--- src/rtl/rgb_pkg.sv ---
// -----------------------------------------------------------------------------
// rgb_pkg
// Shared definitions for the WS2812 pixel pipeline: pixel geometry, byte
// slice positions inside a received 24-bit word, the assembler state
// encoding and a helper that splits a raw word into its colour bytes.
// No ports (package).
// -----------------------------------------------------------------------------
package rgb_pkg;

   localparam int BITS_PER_PIXEL = 24;
   localparam int BYTE_W         = 8;

   // Upper bit of each colour byte in the received word (G arrives first).
   localparam int G_HI = 23;
   localparam int R_HI = 15;
   localparam int B_HI = 7;

   localparam logic ST_ACCUM   = 1'b0;
   localparam logic ST_DISCARD = 1'b1;

   typedef enum logic {
      S_ACCUM   = ST_ACCUM,
      S_DISCARD = ST_DISCARD
   } asm_state_t;

   typedef struct packed {
      logic [BYTE_W-1:0] g;
      logic [BYTE_W-1:0] r;
      logic [BYTE_W-1:0] b;
   } pixel_t;

   // Split a word in wire order (G,R,B, MSB first) into its colour bytes.
   function automatic pixel_t split_pixel(input logic [BITS_PER_PIXEL-1:0] word);
      pixel_t p;
      p.g = word[G_HI -: BYTE_W];
      p.r = word[R_HI -: BYTE_W];
      p.b = word[B_HI -: BYTE_W];
      return p;
   endfunction

endpackage

--- src/rtl/rgb_pix_hold.sv ---
// -----------------------------------------------------------------------------
// rgb_pix_hold
// Single-entry output register for a pixel stream with valid/ready handshake.
// A pixel offered on 'load' is captured when the register is empty or is
// being emptied this cycle; otherwise it is dropped and 'overrun' pulses.
//
// Ports:
//   clk, rst     clock, asynchronous active-high reset
//   load         one-cycle request to capture load_pix/load_idx
//   load_pix     pixel to capture
//   load_idx     frame position of that pixel
//   ready        consumer accepts the held pixel when valid && ready
//   valid        held pixel available
//   pix          held pixel
//   idx          frame position of held pixel
//   first        held pixel is the first of its frame (idx == 0)
//   overrun      one-cycle pulse: offered pixel dropped
// -----------------------------------------------------------------------------
module rgb_pix_hold
   import rgb_pkg::*;
#(
   parameter int IDX_W = 8
) (
   input  logic             clk,
   input  logic             rst,
   input  logic             load,
   input  pixel_t           load_pix,
   input  logic [IDX_W-1:0] load_idx,
   input  logic             ready,
   output logic             valid,
   output pixel_t           pix,
   output logic [IDX_W-1:0] idx,
   output logic             first,
   output logic             overrun
);

   // The held entry may only be replaced once the consumer has taken it, so a
   // load against a stalled entry is dropped and reported instead.
   always_ff @(posedge clk or posedge rst) begin
      if (rst) begin
         valid   <= 1'b0;
         pix     <= '0;
         idx     <= '0;
         first   <= 1'b0;
         overrun <= 1'b0;
      end else begin
         overrun <= 1'b0;
         if (load) begin
            if (valid && !ready) begin
               overrun <= 1'b1;
            end else begin
               valid <= 1'b1;
               pix   <= load_pix;
               idx   <= load_idx;
               first <= (load_idx == '0);
            end
         end else if (valid && ready) begin
            valid <= 1'b0;
         end
      end
   end

endmodule

--- src/rtl/rgb_pixel_asm.sv ---
// -----------------------------------------------------------------------------
// rgb_pixel_asm
// Assembles the decoded WS2812 bit stream into 24-bit pixels (G,R,B, MSB
// first), numbers them within the frame and presents them on a valid/ready
// interface. Frame boundaries come from the stream_reset level.
//
// Ports:
//   clk, rst       clock, asynchronous active-high reset
//   bit_in         decoded bit value
//   bit_strobe     one-cycle pulse, bit_in valid
//   stream_reset   high while the line has been idle for the reset time
//   pix_valid      pixel available
//   pix_ready      consumer accepts when pix_valid && pix_ready
//   pix_g/r/b      colour bytes of the held pixel
//   pix_idx        0-based position of the pixel in its frame
//   frame_start    pix_valid for the first pixel of a frame
//   frame_done     pulse on stream_reset rise when the frame had pixels
//   frag_err       pulse on stream_reset rise with a partial pixel pending
//   overrun        pulse when a completed pixel had to be dropped
// -----------------------------------------------------------------------------
module rgb_pixel_asm
   import rgb_pkg::*;
#(
   parameter int MAX_PIXELS = 256,
   parameter int IDX_W      = 8
) (
   input  logic             clk,
   input  logic             rst,
   input  logic             bit_in,
   input  logic             bit_strobe,
   input  logic             stream_reset,
   output logic             pix_valid,
   input  logic             pix_ready,
   output logic [7:0]       pix_g,
   output logic [7:0]       pix_r,
   output logic [7:0]       pix_b,
   output logic [IDX_W-1:0] pix_idx,
   output logic             frame_start,
   output logic             frame_done,
   output logic             frag_err,
   output logic             overrun
);

   localparam logic [4:0]     LAST_BIT = 5'(BITS_PER_PIXEL - 1);
   // The pixel counter is one bit wider than the index so it can hold
   // MAX_PIXELS itself; the last in-frame pixel has count LAST_PIX.
   localparam logic [IDX_W:0] LAST_PIX = (IDX_W + 1)'(MAX_PIXELS - 1);

   asm_state_t                state;
   logic [BITS_PER_PIXEL-1:0] sr;
   logic [4:0]                bit_cnt;
   logic [IDX_W:0]            pix_cnt;
   logic                      sreset_q;

   logic                      sreset_rise;
   logic                      take_bit;
   logic                      complete;
   logic [BITS_PER_PIXEL-1:0] next_word;

   pixel_t                    hold_pix;
   logic                      hold_first;

   // A frame boundary takes priority over a bit arriving in the same cycle.
   assign sreset_rise = stream_reset && !sreset_q;
   assign take_bit    = bit_strobe && !sreset_rise && (state == S_ACCUM);
   assign next_word   = {sr[BITS_PER_PIXEL-2:0], bit_in};
   assign complete    = take_bit && (bit_cnt == LAST_BIT);

   // Bit accumulation, frame counting and the ACCUM/DISCARD machine.
   // The completed word is handed to the output register straight from
   // next_word so the pixel is visible the cycle after its last strobe.
   always_ff @(posedge clk or posedge rst) begin
      if (rst) begin
         state      <= S_ACCUM;
         sr         <= '0;
         bit_cnt    <= '0;
         pix_cnt    <= '0;
         sreset_q   <= 1'b0;
         frag_err   <= 1'b0;
         frame_done <= 1'b0;
      end else begin
         sreset_q   <= stream_reset;
         frag_err   <= sreset_rise && (bit_cnt != '0);
         frame_done <= sreset_rise && (pix_cnt != '0);
         if (sreset_rise) begin
            state   <= S_ACCUM;
            sr      <= '0;
            bit_cnt <= '0;
            pix_cnt <= '0;
         end else if (take_bit) begin
            sr <= next_word;
            if (complete) begin
               bit_cnt <= '0;
               pix_cnt <= pix_cnt + 1'b1;
               if (pix_cnt == LAST_PIX) begin
                  state <= S_DISCARD;
               end
            end else begin
               bit_cnt <= bit_cnt + 1'b1;
            end
         end
      end
   end

   rgb_pix_hold #(
      .IDX_W (IDX_W)
   ) u_hold (
      .clk      (clk),
      .rst      (rst),
      .load     (complete),
      .load_pix (split_pixel(next_word)),
      .load_idx (pix_cnt[IDX_W-1:0]),
      .ready    (pix_ready),
      .valid    (pix_valid),
      .pix      (hold_pix),
      .idx      (pix_idx),
      .first    (hold_first),
      .overrun  (overrun)
   );

   assign pix_g       = hold_pix.g;
   assign pix_r       = hold_pix.r;
   assign pix_b       = hold_pix.b;
   // Only flag a frame start while the pixel is actually on offer.
   assign frame_start = pix_valid && hold_first;

endmodule

--- config.mk ---
export PLATFORM = sky130hd
export DESIGN_NAME = rgb_pixel_asm
export DESIGN_NICKNAME = d
export VERILOG_FILES = /design/src/rtl/rgb_pkg.sv /design/src/rtl/rgb_pix_hold.sv /design/src/rtl/rgb_pixel_asm.sv
export SDC_FILE = /design/constraint.sdc
export NUM_CORES = 1
export LEC_CHECK = 0
export CORE_MARGIN = 2
export CORE_UTILIZATION = 49
export CTS_CLUSTER_DIAMETER = 30
export DETAILED_ROUTE_END_ITERATION = 7
export GPL_TIMING_DRIVEN = 0
export PLACE_DENSITY = 0.75
export SLEW_MARGIN = 20
export SYNTH_ARGS = -nofsm -noshare
export SYNTH_HDL_FRONTEND = slang
export SYNTH_SLANG_ARGS = --single-unit
--- constraint.sdc ---
create_clock -name clk -period 2.3 [get_ports clk]
set_input_delay 0.23 -clock clk [delete_from_list [all_inputs] [get_ports clk]]
set_output_delay 0.23 -clock clk [all_outputs]
set_load 0.005 [all_outputs]
==> impl_metrics.env <==
export IMPL_grt_max_degree=58
export IMPL_portBuffers=42
export IMPL_wirelength_um=6640
export IMPL_drt_iter0_drc=246
export IMPL_grt_ovfl_total=0
export IMPL_synth_distinct_cells=34
export IMPL_cp_max_fo=10
export IMPL_dr_total_vias=2257
export IMPL_cts_buffers=9
export IMPL_synth_seq_cells=76
export IMPL_worstPathRequired_ns=2.53
export IMPL_postSynthCellCount=277
export IMPL_fin_setup_tns_ns=0
export IMPL_hold_class="in -> async"
export IMPL_yosys_warnings=0
export IMPL_fin_skew_ns=0.00834
export IMPL_p_leak_nw=1.81
export IMPL_crit_chain="ha_1 -> and4b_1 -> buf_4 -> and4_4 -> buf_6 -> buf_12 -> mux2_4"
export IMPL_syn_area_per_cell_um2=12.0
export IMPL_wl_per_cell_um=16.1
export IMPL_maxCapViolations=0
export IMPL_p_clk_share_pct=47.4
export IMPL_hold_viol=0
export IMPL_power_switching_w=0.000580
export IMPL_slowest_delay_ns=0.39
export IMPL_rr_worst_depth=7
export IMPL_hold_ws_ns=0.176
export IMPL_cts_hold_fix_buffers=0
export IMPL_drt_first_pass_iters=4
export IMPL_relSlewSlack_pct=67.4
export IMPL_clock_sinks=76
export IMPL_viasPerCell=5.46
export IMPL_switching_share_pct=20.5
export IMPL_gp_congestion=0.827
export IMPL_criticalPathCategory="reg -> reg"
export IMPL_worst_pin_slew_ns=0.489
export IMPL_die_area_um2=7430
export IMPL_area_growth_pct=24.7
export IMPL_antenna_cells=0
export IMPL_grt_antenna_before_repair=0
export IMPL_drive_above_1_share_pct=16.4
export IMPL_timing_final_crit_period_ns=1.89
export IMPL_max_freq_ghz=0.530
export IMPL_power_density_nw_per_um2=685
export IMPL_num_rows=29
export IMPL_coreArea_um2=6460
export IMPL_slew_viol_final=0
export IMPL_p_int_w=0.00225
export IMPL_utilization_pct=64.0
export IMPL_multi_input_area_um2=1250
export IMPL_grt_pass1_wl_um=11100
export IMPL_total_power_w=0.00283
export IMPL_timing_rr_end="u_hold.idx[2]"
export IMPL_path_clk_slew_ns=0.08
export IMPL_p_comb_share_pct=4.2
export IMPL_grt_pass1_vias=2261
export IMPL_rsz0062_at_grt="no"
export IMPL_r2r_start="bit_cnt[0]"
export IMPL_arrival_ns=2.11
export IMPL_status="completed"
export IMPL_ios=43
export IMPL_ant_nets=0
export IMPL_endpoint_kind="flip-flop"
export IMPL_insertion_delay_ns=0.34
export IMPL_ctsResizeCount=0
export IMPL_slowest_stage="dfrtp_1"
export IMPL_initial_utilization_pct=51.3
export IMPL_fillers=508
export IMPL_fp_dieW_um=86.2
export IMPL_cts_tree="yes"
export IMPL_cts_path_max_buffers=2
export IMPL_startpoint_type="flip-flop"
export IMPL_grt_use_total_pct=19.8
export IMPL_cts_setup_buffers=0
export IMPL_setup_viol=0
export IMPL_clock_root_buffer="clkbuf_8"
export IMPL_die_y_um=86.2
export IMPL_syn_nets=288
export IMPL_route_detailed_drc=0
export IMPL_regArea_um2=1900
export IMPL_fin_crit_sh_pct=82.1
export IMPL_peakVddDrop_uv=453
export IMPL_h_tree_depth=3
export IMPL_ys_seq_area_share_pct=57.4
export IMPL_seqPwrFrac_pct=48.4
export IMPL_place_hpwl_um=4470
export IMPL_nets=342
export IMPL_syn_cell_area_um2=3310
export IMPL_r2r_slack_ns=0.41
[metrics by stage]
step,setup slack (ns),std cells,area (um2)
after floorplan,0.132,277,3310
after global placement,-1.04,396,3830
after detailed placement,0.200,397,3860
after CTS,0.401,413,4130
after global routing,0.335,413,4130
final,0.412,413,4130
[registers in the layout, summed over array words and instances (netlist names)]
signal / count
frag_err: 1
u_hold.overrun: 1
u_hold.idx: 8
pix_cnt: 9
sreset_q: 1
bit_cnt: 5
frame_done: 1
state: 1
u_hold.first: 1
u_hold.valid: 1
sr: 23
u_hold.pix: 24
[cells in the final DEF (no fill, tap or decap), drive strengths merged, types with 6 or more instances in the layout]
cell,instances
clkbuf,19
inv,9
nand2,52
nand3,6
clkdlybuf4s50,42
buf,8
mux2,33
a21oi,36
or4,6
dfrtp,76
[cell families (layout without fill, tap and decap cells)]
family / count (synthesis) / count (layout) / share of synthesized area (%)
buffers and inverters: 25 / 84 / 4.68
AO/OA/AOI/OAI: 49 / 49 / 7.97
AND/OR/NAND/NOR: 87 / 87 / 12.8
multiplexers: 34 / 34 / 14.9
adder cells (fa/ha/maj): 5 / 5 / 1.89
flip-flops: 76 / 76 / 57.4
XOR/XNOR: 1 / 1 / 0.264
[worst max-delay path, delay by kind of cell (launching register included)]
kind                       cells  cell delay, ns
adders and majority gates      1            0.22
buffers and inverters          3            0.44
DFF                            1            0.39
muxes                          1            0.30
and+or+nand+nor                2            0.41
[power groups by stage]
stage	Sequential (W)	Clock (W)	Combinational, W
after floorplan	0.00139	0	0.0000740
after global placement	0.00140	0	0.000110
after detailed placement	0.00140	0	0.000121
after CTS	0.00137	0.00136	0.000122
after global routing	0.00137	0.00144	0.000136
final	0.00137	0.00134	0.000118
[worst max path at each step]
stage,startpoint,to,cells after the start
2_1_floorplan,rst,bit_cnt[0],1
3_3_place_gp,rst,u_hold.pix[9],2
3_5_place_dp,stream_reset,sr[11],5
4_1_cts,bit_cnt[0],u_hold.idx[2],7
5_1_grt,bit_cnt[0],u_hold.idx[2],7
6_report,bit_cnt[0],u_hold.idx[2],7
[layer usage]
layer  vias up  track usage (%)  share of wire, %
li1       1070                -                 -
met1      1115             27.5                47
met2        62             30.0                49
met3        10             4.95               3.6
met4         0             8.10              0.92
met5         -                0                 0
[synth_stat cells]
cell | n | area [um2]
buf_12 | 3 | 60.1
nand3b_1 | 2 | 15.0
buf_1 | 1 | 3.75
clkbuf_1 | 9 | 33.8
ha_1 | 5 | 62.6
mux2_1 | 3 | 33.8
mux2_4 | 30 | 450
nor3_1 | 1 | 5.00
mux2i_1 | 1 | 10.0
nand2_1 | 52 | 195
nand3_1 | 6 | 30.0
nand4_1 | 1 | 6.26
a311oi_1 | 1 | 8.76
o21ai_0 | 5 | 25.0
o31ai_1 | 5 | 37.5
nor4_1 | 3 | 18.8
nand2b_1 | 4 | 25.0
dfrtp_1 | 76 | 1900
and4_4 | 1 | 11.3
buf_2 | 1 | 5.00
nor2_1 | 3 | 11.3
inv_1 | 9 | 33.8
or4b_1 | 1 | 10.0
a31oi_1 | 2 | 12.5
nor2b_1 | 2 | 12.5
or4_1 | 6 | 45.0
xor2_1 | 1 | 8.76
buf_4 | 1 | 7.51
or3_1 | 1 | 6.26
and2_1 | 1 | 6.26
and4b_1 | 1 | 10.0
nand4b_1 | 2 | 17.5
a21oi_1 | 36 | 180
buf_6 | 1 | 11.3
[area by class of cell]
type	instances	share of cell area [%]
Sequential cell	76	46.0
Multi-Input combinational cell	176	30.4
Timing Repair Buffer	43	10.8
Clock buffer	10	3.33
Clock inverter	6	3.27
Buffer	16	2.94
Tap cell	77	2.33
Inverter	9	0.878
(Power assumes the default switching activity.)
